### config.mk
export PLATFORM = sky130hd
export DESIGN_NAME = tempo_gen
export DESIGN_NICKNAME = d
export VERILOG_FILES = /design/src/rtl/tempo_pkg.sv /design/src/rtl/tick_divider.sv /design/src/rtl/tempo_gen.sv
export SDC_FILE = /design/constraint.sdc
export NUM_CORES = 1
export LEC_CHECK = 0
export ABC_AREA = 1
export BUFFER_PORTS_ARGS = -buffer_cell sky130_fd_sc_hd__buf_2
export CAP_MARGIN = 10
export CORE_MARGIN = 2
export CORE_UTILIZATION = 55
export CTS_CLUSTER_SIZE = 10
export DETAILED_ROUTE_END_ITERATION = 10
export GPL_TIMING_DRIVEN = 0
export PLACE_DENSITY = 0.73
export SKIP_LAST_GASP = 1
export SLEW_MARGIN = 20
export SYNTH_ARGS = -nofsm -noshare
export SYNTH_HDL_FRONTEND = slang
export SYNTH_SLANG_ARGS = --single-unit
### constraint.sdc
create_clock -name clk -period 4.4 [get_ports clk]
set_input_delay 0.22 -clock clk [delete_from_list [all_inputs] [get_ports clk]]
set_output_delay 0.22 -clock clk [all_outputs]
set_load 0.01 [all_outputs]
### src/rtl/tempo_pkg.sv
// rtl/tempo_pkg.sv - shared constants and helpers for the tempo generator
package tempo_pkg;

    localparam int unsigned CLK_HZ     = 50_000_000;
    localparam int unsigned DEF_PERIOD = 12_500_000;
    localparam int unsigned MIN_PERIOD = 2;

    // Wide enough to hold any sub_div/beats_per_bar value plus one without overflow.
    localparam int EFF_W = 16;
    typedef logic [EFF_W-1:0] eff_t;

    function automatic eff_t eff1(input eff_t x);
        return (x == '0) ? eff_t'(1) : x;
    endfunction

endpackage

### src/rtl/tick_divider.sv
// rtl/tick_divider.sv - tick period counter with glitch-free period staging
import tempo_pkg::*;

module tick_divider #(
    parameter int          CNT_W      = 25,
    parameter int unsigned DEF_PERIOD = tempo_pkg::DEF_PERIOD
) (
    input  logic             clk,
    input  logic             rst,
    input  logic             en,
    input  logic             clr,
    input  logic [CNT_W-1:0] period_in,
    input  logic             period_load,
    output logic             wrap
);

    localparam logic [CNT_W-1:0] MIN_P = CNT_W'(MIN_PERIOD);
    localparam logic [CNT_W-1:0] DEF_P = CNT_W'(DEF_PERIOD);
    localparam logic [CNT_W-1:0] ONE   = CNT_W'(1);

    logic [CNT_W-1:0] cnt;
    logic [CNT_W-1:0] period;
    logic [CNT_W-1:0] pend;
    logic [CNT_W-1:0] period_eff;

    assign period_eff = (period < MIN_P) ? MIN_P : period;

    // >= rather than == so a count left above a smaller period wraps instead of running away.
    assign wrap = en && !clr && (cnt >= (period_eff - ONE));

    always_ff @(posedge clk or posedge rst) begin
        if (rst) begin
            cnt    <= '0;
            period <= DEF_P;
            pend   <= DEF_P;
        end else begin
            if (period_load) begin
                pend <= period_in;
            end
            if (clr) begin
                cnt    <= '0;
                period <= pend;
            end else if (en) begin
                if (wrap) begin
                    cnt    <= '0;
                    period <= pend;
                end else begin
                    cnt <= cnt + ONE;
                end
            end else begin
                period <= pend;
            end
        end
    end

endmodule

### src/rtl/tempo_gen.sv
// rtl/tempo_gen.sv - programmable tick/beat/bar strobe generator
import tempo_pkg::*;

module tempo_gen #(
    parameter int          CNT_W      = 25,
    parameter int unsigned DEF_PERIOD = tempo_pkg::DEF_PERIOD,
    parameter int          SUB_W      = 3,
    parameter int          BAR_W      = 3
) (
    input  logic             clk,
    input  logic             rst,
    input  logic             en,
    input  logic             clr,
    input  logic [CNT_W-1:0] period_in,
    input  logic             period_load,
    input  logic [SUB_W-1:0] sub_div,
    input  logic [BAR_W-1:0] beats_per_bar,
    output logic             tick,
    output logic             beat,
    output logic             downbeat,
    output logic [SUB_W-1:0] tick_idx,
    output logic [BAR_W-1:0] beat_idx
);

    logic             wrap;
    logic [SUB_W-1:0] nt;
    logic [BAR_W-1:0] nb;
    eff_t             sub_eff;
    eff_t             bpb_eff;
    eff_t             nt_inc;
    eff_t             nb_inc;

    tick_divider #(
        .CNT_W      (CNT_W),
        .DEF_PERIOD (DEF_PERIOD)
    ) u_div (
        .clk         (clk),
        .rst         (rst),
        .en          (en),
        .clr         (clr),
        .period_in   (period_in),
        .period_load (period_load),
        .wrap        (wrap)
    );

    // Meter inputs are sampled live; the >= compare wraps at once when the limit shrinks.
    assign sub_eff = eff1(eff_t'(sub_div));
    assign bpb_eff = eff1(eff_t'(beats_per_bar));
    assign nt_inc  = eff_t'(nt) + eff_t'(1);
    assign nb_inc  = eff_t'(nb) + eff_t'(1);

    always_ff @(posedge clk or posedge rst) begin
        if (rst) begin
            nt       <= '0;
            nb       <= '0;
            tick     <= 1'b0;
            beat     <= 1'b0;
            downbeat <= 1'b0;
            tick_idx <= '0;
            beat_idx <= '0;
        end else if (clr) begin
            nt       <= '0;
            nb       <= '0;
            tick     <= 1'b0;
            beat     <= 1'b0;
            downbeat <= 1'b0;
            tick_idx <= '0;
            beat_idx <= '0;
        end else begin
            tick     <= 1'b0;
            beat     <= 1'b0;
            downbeat <= 1'b0;
            if (wrap) begin
                tick     <= 1'b1;
                tick_idx <= nt;
                beat_idx <= nb;
                beat     <= (nt == '0);
                downbeat <= (nt == '0) && (nb == '0);
                if (nt_inc >= sub_eff) begin
                    nt <= '0;
                    if (nb_inc >= bpb_eff) begin
                        nb <= '0;
                    end else begin
                        nb <= nb_inc[BAR_W-1:0];
                    end
                end else begin
                    nt <= nt_inc[SUB_W-1:0];
                end
            end
        end
    end

endmodule
# Word level (Yosys, flattened, before mapping)
# Cells that the tools add are included.
# classes
div_mod_pow,0
eq_ne,1
n_reduce_logical,12
n_mul,0
shift,0
bitwise,0
magnitude_cmp,4
add_sub_neg,4
muxes,26
# ops
operator,count
two-way mux 25 bit,7
two-way mux 3 bit,13
adder 25 x 1 -> 25 bit (second input constant),1
greater-or-equal comparator 25 bit,1
less-than comparator 25 x 2 -> 1 bit (second input constant),1
subtractor 25 x 1 -> 25 bit (second input constant),1
logical NOT 3 bit,4
adder 3 x 1 -> 4 bit (second input constant),2
greater-or-equal comparator 4 x 3 -> 1 bit,2
two-way mux 1 bit,6
nonzero test 2 bit,3
logical AND 1 bit,3
inequality test 3 x 1 -> 1 bit (second input constant),1
AND reduction 2 bit,1
logical NOT 1 bit,1
# totals
rom_bits,0
latchBits,0
mem_bits_rw,0
out_inout_bits,9
word_cells,57
reg_bits,90
inputBits,36
memories,0

# Longest topological paths before layout
# depth
ltp_word,8
depth_mapped,30

# Cells and area by module
# Synthesis repeated with hierarchy kept, for this count alone.
# unflattened
cells_unflattened,671
hier_area_um2,5544.1
# by_module_without_submodules
mod,n_inst,cells_per_inst,area_per_inst_um2
tick_divider,1,568,4694.5
tempo_gen,1,103,849.6

# Least setup slack after synthesis
# Ideal clock, no wire load.
# synth_path
path_kind,register to register
from,reg u_div.period[12]
to,reg u_div.period[14]
setup_time_ps,130
path_stages_with_launch,30
arrival_ps,3479
path_buffers,2
synth_period_minus_slack_ps,3610
path_slack_ps,790
required_time_ps,4270
cell_sequence,dfstp_2 inv_1 nand2_1 nor2_1 nand2_1 nor2_1 nand3_1 nand2_1 inv_2 ha_1 nand2_1 nor3_4 nand2_2 nor2_4 nand4_2 nor2_1 xor2_1 ha_1 nand2_1 nor2_1 nand2_1 inv_1 nand2_1 nand2_2 nor2_4 nand3_2 buf_6 buf_4 nand2_1 o21ai_1
# synth_between
elab_chain_len,6
# synth_rtl
element,line_no,source
"start, declared",tick_divider.sv:22,logic [CNT_W-1:0] period;
"start signal, assigned",tick_divider.sv:42,period <= pend;
"start signal, assigned",tick_divider.sv:46,period <= pend;
"start signal, assigned",tick_divider.sv:51,period <= pend;
less-than comparator 25 x 2 -> 1 bit,tick_divider.sv:26,assign period_eff = (period < MIN_P) ? MIN_P : period;
two-way mux 25 bit (*),tick_divider.sv:26,
subtractor 25 x 1 -> 25 bit (*),tick_divider.sv:29,assign wrap = en && !clr && (cnt >= (period_eff - ONE));
greater-or-equal comparator 25 bit (*),tick_divider.sv:29,
logical AND 1 bit (*),tick_divider.sv:29,
inequality test 3 x 1 -> 1 bit (no line) (*),-,
# Every way passes the cells marked *; elsewhere a longest branch is shown, timed or not.
# A chain may end at the register's enable or synchronous reset.

# Worst setup path after layout
# layout_path
from,reg u_div.period[20]
to,reg u_div.period[8]
# The elaborated chain is that of the path after synthesis.

==> metrics.txt <==
largest family of logic cells by synthesized area=simple AND/OR/NAND/NOR gates; initial antenna violation count=0; met1 GRT Util=0.290; area grow syn2layout=14.5%; xor/xnor share of the synthesized area=0.0551; Final setup viols=0; Final Hold Fails=0; Fin Clk Skew=0.0142 ns; number of iterations in the first detailed-routing pass=5; Die W=105 um; HP Class=input port to flip-flop; Mapped Cells=667; EDFF count, synth=0; Psw=0.670 mW; Logic pwr share=0.240; R2R depth=29; vias in the first global route=4,460; Yosys top cell by area=dfrtp_1; Reg clk slew, reported paths=0.09 ns; max-slew violations=0; sequential fraction of the synthesis area=0.410; CTS Buffer Depth=2; launching point of the worst reg2reg path=u_div.period[20]; met3 GRT Util=0.0243; io pins=45; Worst Max-Slew Pin Slew=0.764 ns; share of post-route cells with drive strength above 1=0.237; outcome=completed; R2R Path End=u_div.period[8]; Seq pwr share=0.477; Max VDD drop=0.000241 V; Synth Register Bits=90; Simple-Gate Fraction of Synth Area=0.253; crit path kind=flip-flop to flip-flop; multiplexer share of the synthesized area=0.0425; vias per cell=5.35; Layout Nets=810; worst hold path endpoint=u_div.pend[0]; total core area=9820 um^2; CP max-delay cell=dfstp_2; hold path cells=3; pin count of the biggest net entering global routing=52; post-route setup TNS=0 ns; CP most frequent cell=nand2_1; die extent in y=105 um; top cells by count, synth=nand2_1 (148), inv_1 (82), dfrtp_1 (66); Avg Inst Size Synth=8.34 um^2; largest stage delay on the critical path=0.57 ns; root buffer cell=clkbuf_8; hpwl dp=9340 um; top cell type's share of synthesized area=0.297; Total Wirelength=12,400 um; Post-Syn Nets=740; top-count cell post-synth=nand2_1; clock network fraction of design power=0.283; hold path start=period_in[0]; top cells by area, synth=dfrtp_1 (30%), dfstp_2 (11%), nand2_1 (10%); leakage=3.14 nW; vias=4,678; Internal=1.41 mW; Adder-Cell Fraction of Synth Area=0.0832; Placer Congestion=0.904; CP Data Arrival Time=4.48 ns; GRT Total Usage=0.228; Async SR Flop Fraction=1.00; I/O Buffers=43; CP Max Fanout=10; min Tclk post-route=4.23 ns; Final ANT Viol Nets=0; Synth Area in Compound Gates=0.0828; switching share of power=0.322; CP startpoint kind=flip-flop; Req. time, crit path=4.65 ns; Worst R2R Setup Slack=0.17 ns; PwrDens=327 nW/um^2; endpoint class of the critical path=flip-flop; DR DRC count=0; Max Freq=236 MHz; # rows=36; met2 Use GR=0.400; Max-cap violations=0; CTS H-tree lvls=3; Warnings, synthesis=0; # diodes=0; wire length per cell=14.1 um; gr busiest metal=met2; die area=10,900 um^2; final period utilization=0.962; Initial Utilization=0.567; worst skew pair latency=0.37 ns; mapped cell area=5560 um^2; total global routing overflow=0; Max-slew headroom=0.489; CTS tree=built; fin util=0.649; CTS buffer count=9; ys flop type=dfrtp_1; library cells used by synthesis=40; clk sinks=90; first-pass GRT wire length=20,200 um; drt initial violations=198
-- worst max-delay path, delay by kind of cell, from the launching register on --
family	cells	cell delay (ns)
AO/OA/AOI/OAI	2	0.20
AND/OR/NAND/NOR	20	2.30
flip-flops	1	0.57
buffers and inverters	5	0.58
adder cells (fa/ha/maj)	2	0.45
-- flip-flops by register name, summed over array words and instances (netlist names), 3 cells and up --
| name | count |
|---|---|
| u_div.period | 25 |
| u_div.cnt | 25 |
| nb | 3 |
| beat_idx | 3 |
| u_div.pend | 25 |
| nt | 3 |
| tick_idx | 3 |
-- what timing repair did --
action,CTS,global route
hold buffers,1,0
setup endpoints to repair,0,61
gates resized for setup,0,25
endpoints found under the hold margin,37,0
buffers inserted,0,14
-- how the worst max path moves through the flow --
stage | start | endpoint | slack, ns | depth (start not counted)
after CTS | u_div.period[9] | u_div.period[1] | 0.04 | 28
after global placement | u_div.period[9] | u_div.period[1] | 0.15 | 28
final | u_div.period[20] | u_div.period[8] | 0.17 | 29
after detailed placement | u_div.period[9] | u_div.period[1] | 0.06 | 28
after global routing | u_div.period[20] | u_div.period[7] | -0.07 | 29
after floorplan | u_div.period[12] | u_div.period[14] | 0.79 | 29
-- metal layers --
metal,share of wire,routed length (um),vias up
li1,-,-,2320
met1,0.45,5530,2241
met2,0.50,6200,98
met3,0.031,388,19
met4,0.020,245,0
met5,0,0,-
-- cell type report --
| cell class | instances | area (um^2) |
|---|---|---|
| plain buffers | 14 | 92.6 |
| repair buffers | 59 | 358 |
| multi-input cells | 477 | 2940 |
| clock buffers | 12 | 155 |
| clock inverters | 4 | 50.0 |
| fillers | 852 | 3450 |
| inverters | 86 | 325 |
| flip-flops and latches | 90 | 2280 |
| well taps | 133 | 166 |
-- cells by family after synthesis --
logic type	after synthesis
muxes	21
adders and majority gates	37
DFF	90
and+or+nand+nor	299
buffers and inverters	100
xor gates and xnor gates	35
AOI/OAI and AO/OA	85
-- power by group through the flow --
stage,sequential (mW),clock [mW],combinational [mW]
after CTS,0.992,0.599,0.471
final,0.993,0.591,0.500
after floorplan,0.987,0,0.353
after global routing,1.00,0.628,0.569
after global placement,1.00,0,0.442
after detailed placement,1.01,0,0.468
-- placed cells by master, fill, tap and decap left out, drive strengths merged --
master	count
nand2	153
inv	86
nor2	71
dfrtp	66
buf	65
o21ai	55
nand3	38
ha	37
xor2	27
dfstp	24
mux2	21
clkbuf	19
a21oi	18
nand4	16
nor3	12
xnor2	8
o22ai	5
nor4	5
nand3b	3
o21a	2
o21bai	2
clkinvlp	2
o2111ai	1
o31ai	1
a31oi	1
nor3b	1
bufinv	1
clkinv	1
dlygate4sd3	1
-- through the flow --
| stage | instances | setup slack [ns] | total power [mW] | instance area, um^2 | hold slack, ns |
|---|---|---|---|---|---|
| after global placement | 843 | 0.146 | 1.45 | 5950 | 0.427 |
| after detailed placement | 844 | 0.0642 | 1.48 | 5980 | 0.306 |
| final | 875 | 0.169 | 2.08 | 6370 | 0.0569 |
| after global routing | 875 | -0.0710 | 2.20 | 6370 | 0.0685 |
| after floorplan | 667 | 0.790 | 1.34 | 5560 | 0.341 |
| after CTS | 861 | 0.0389 | 2.06 | 6190 | 0.0517 |
No activity file was read; power rests on OpenSTA's default activity.
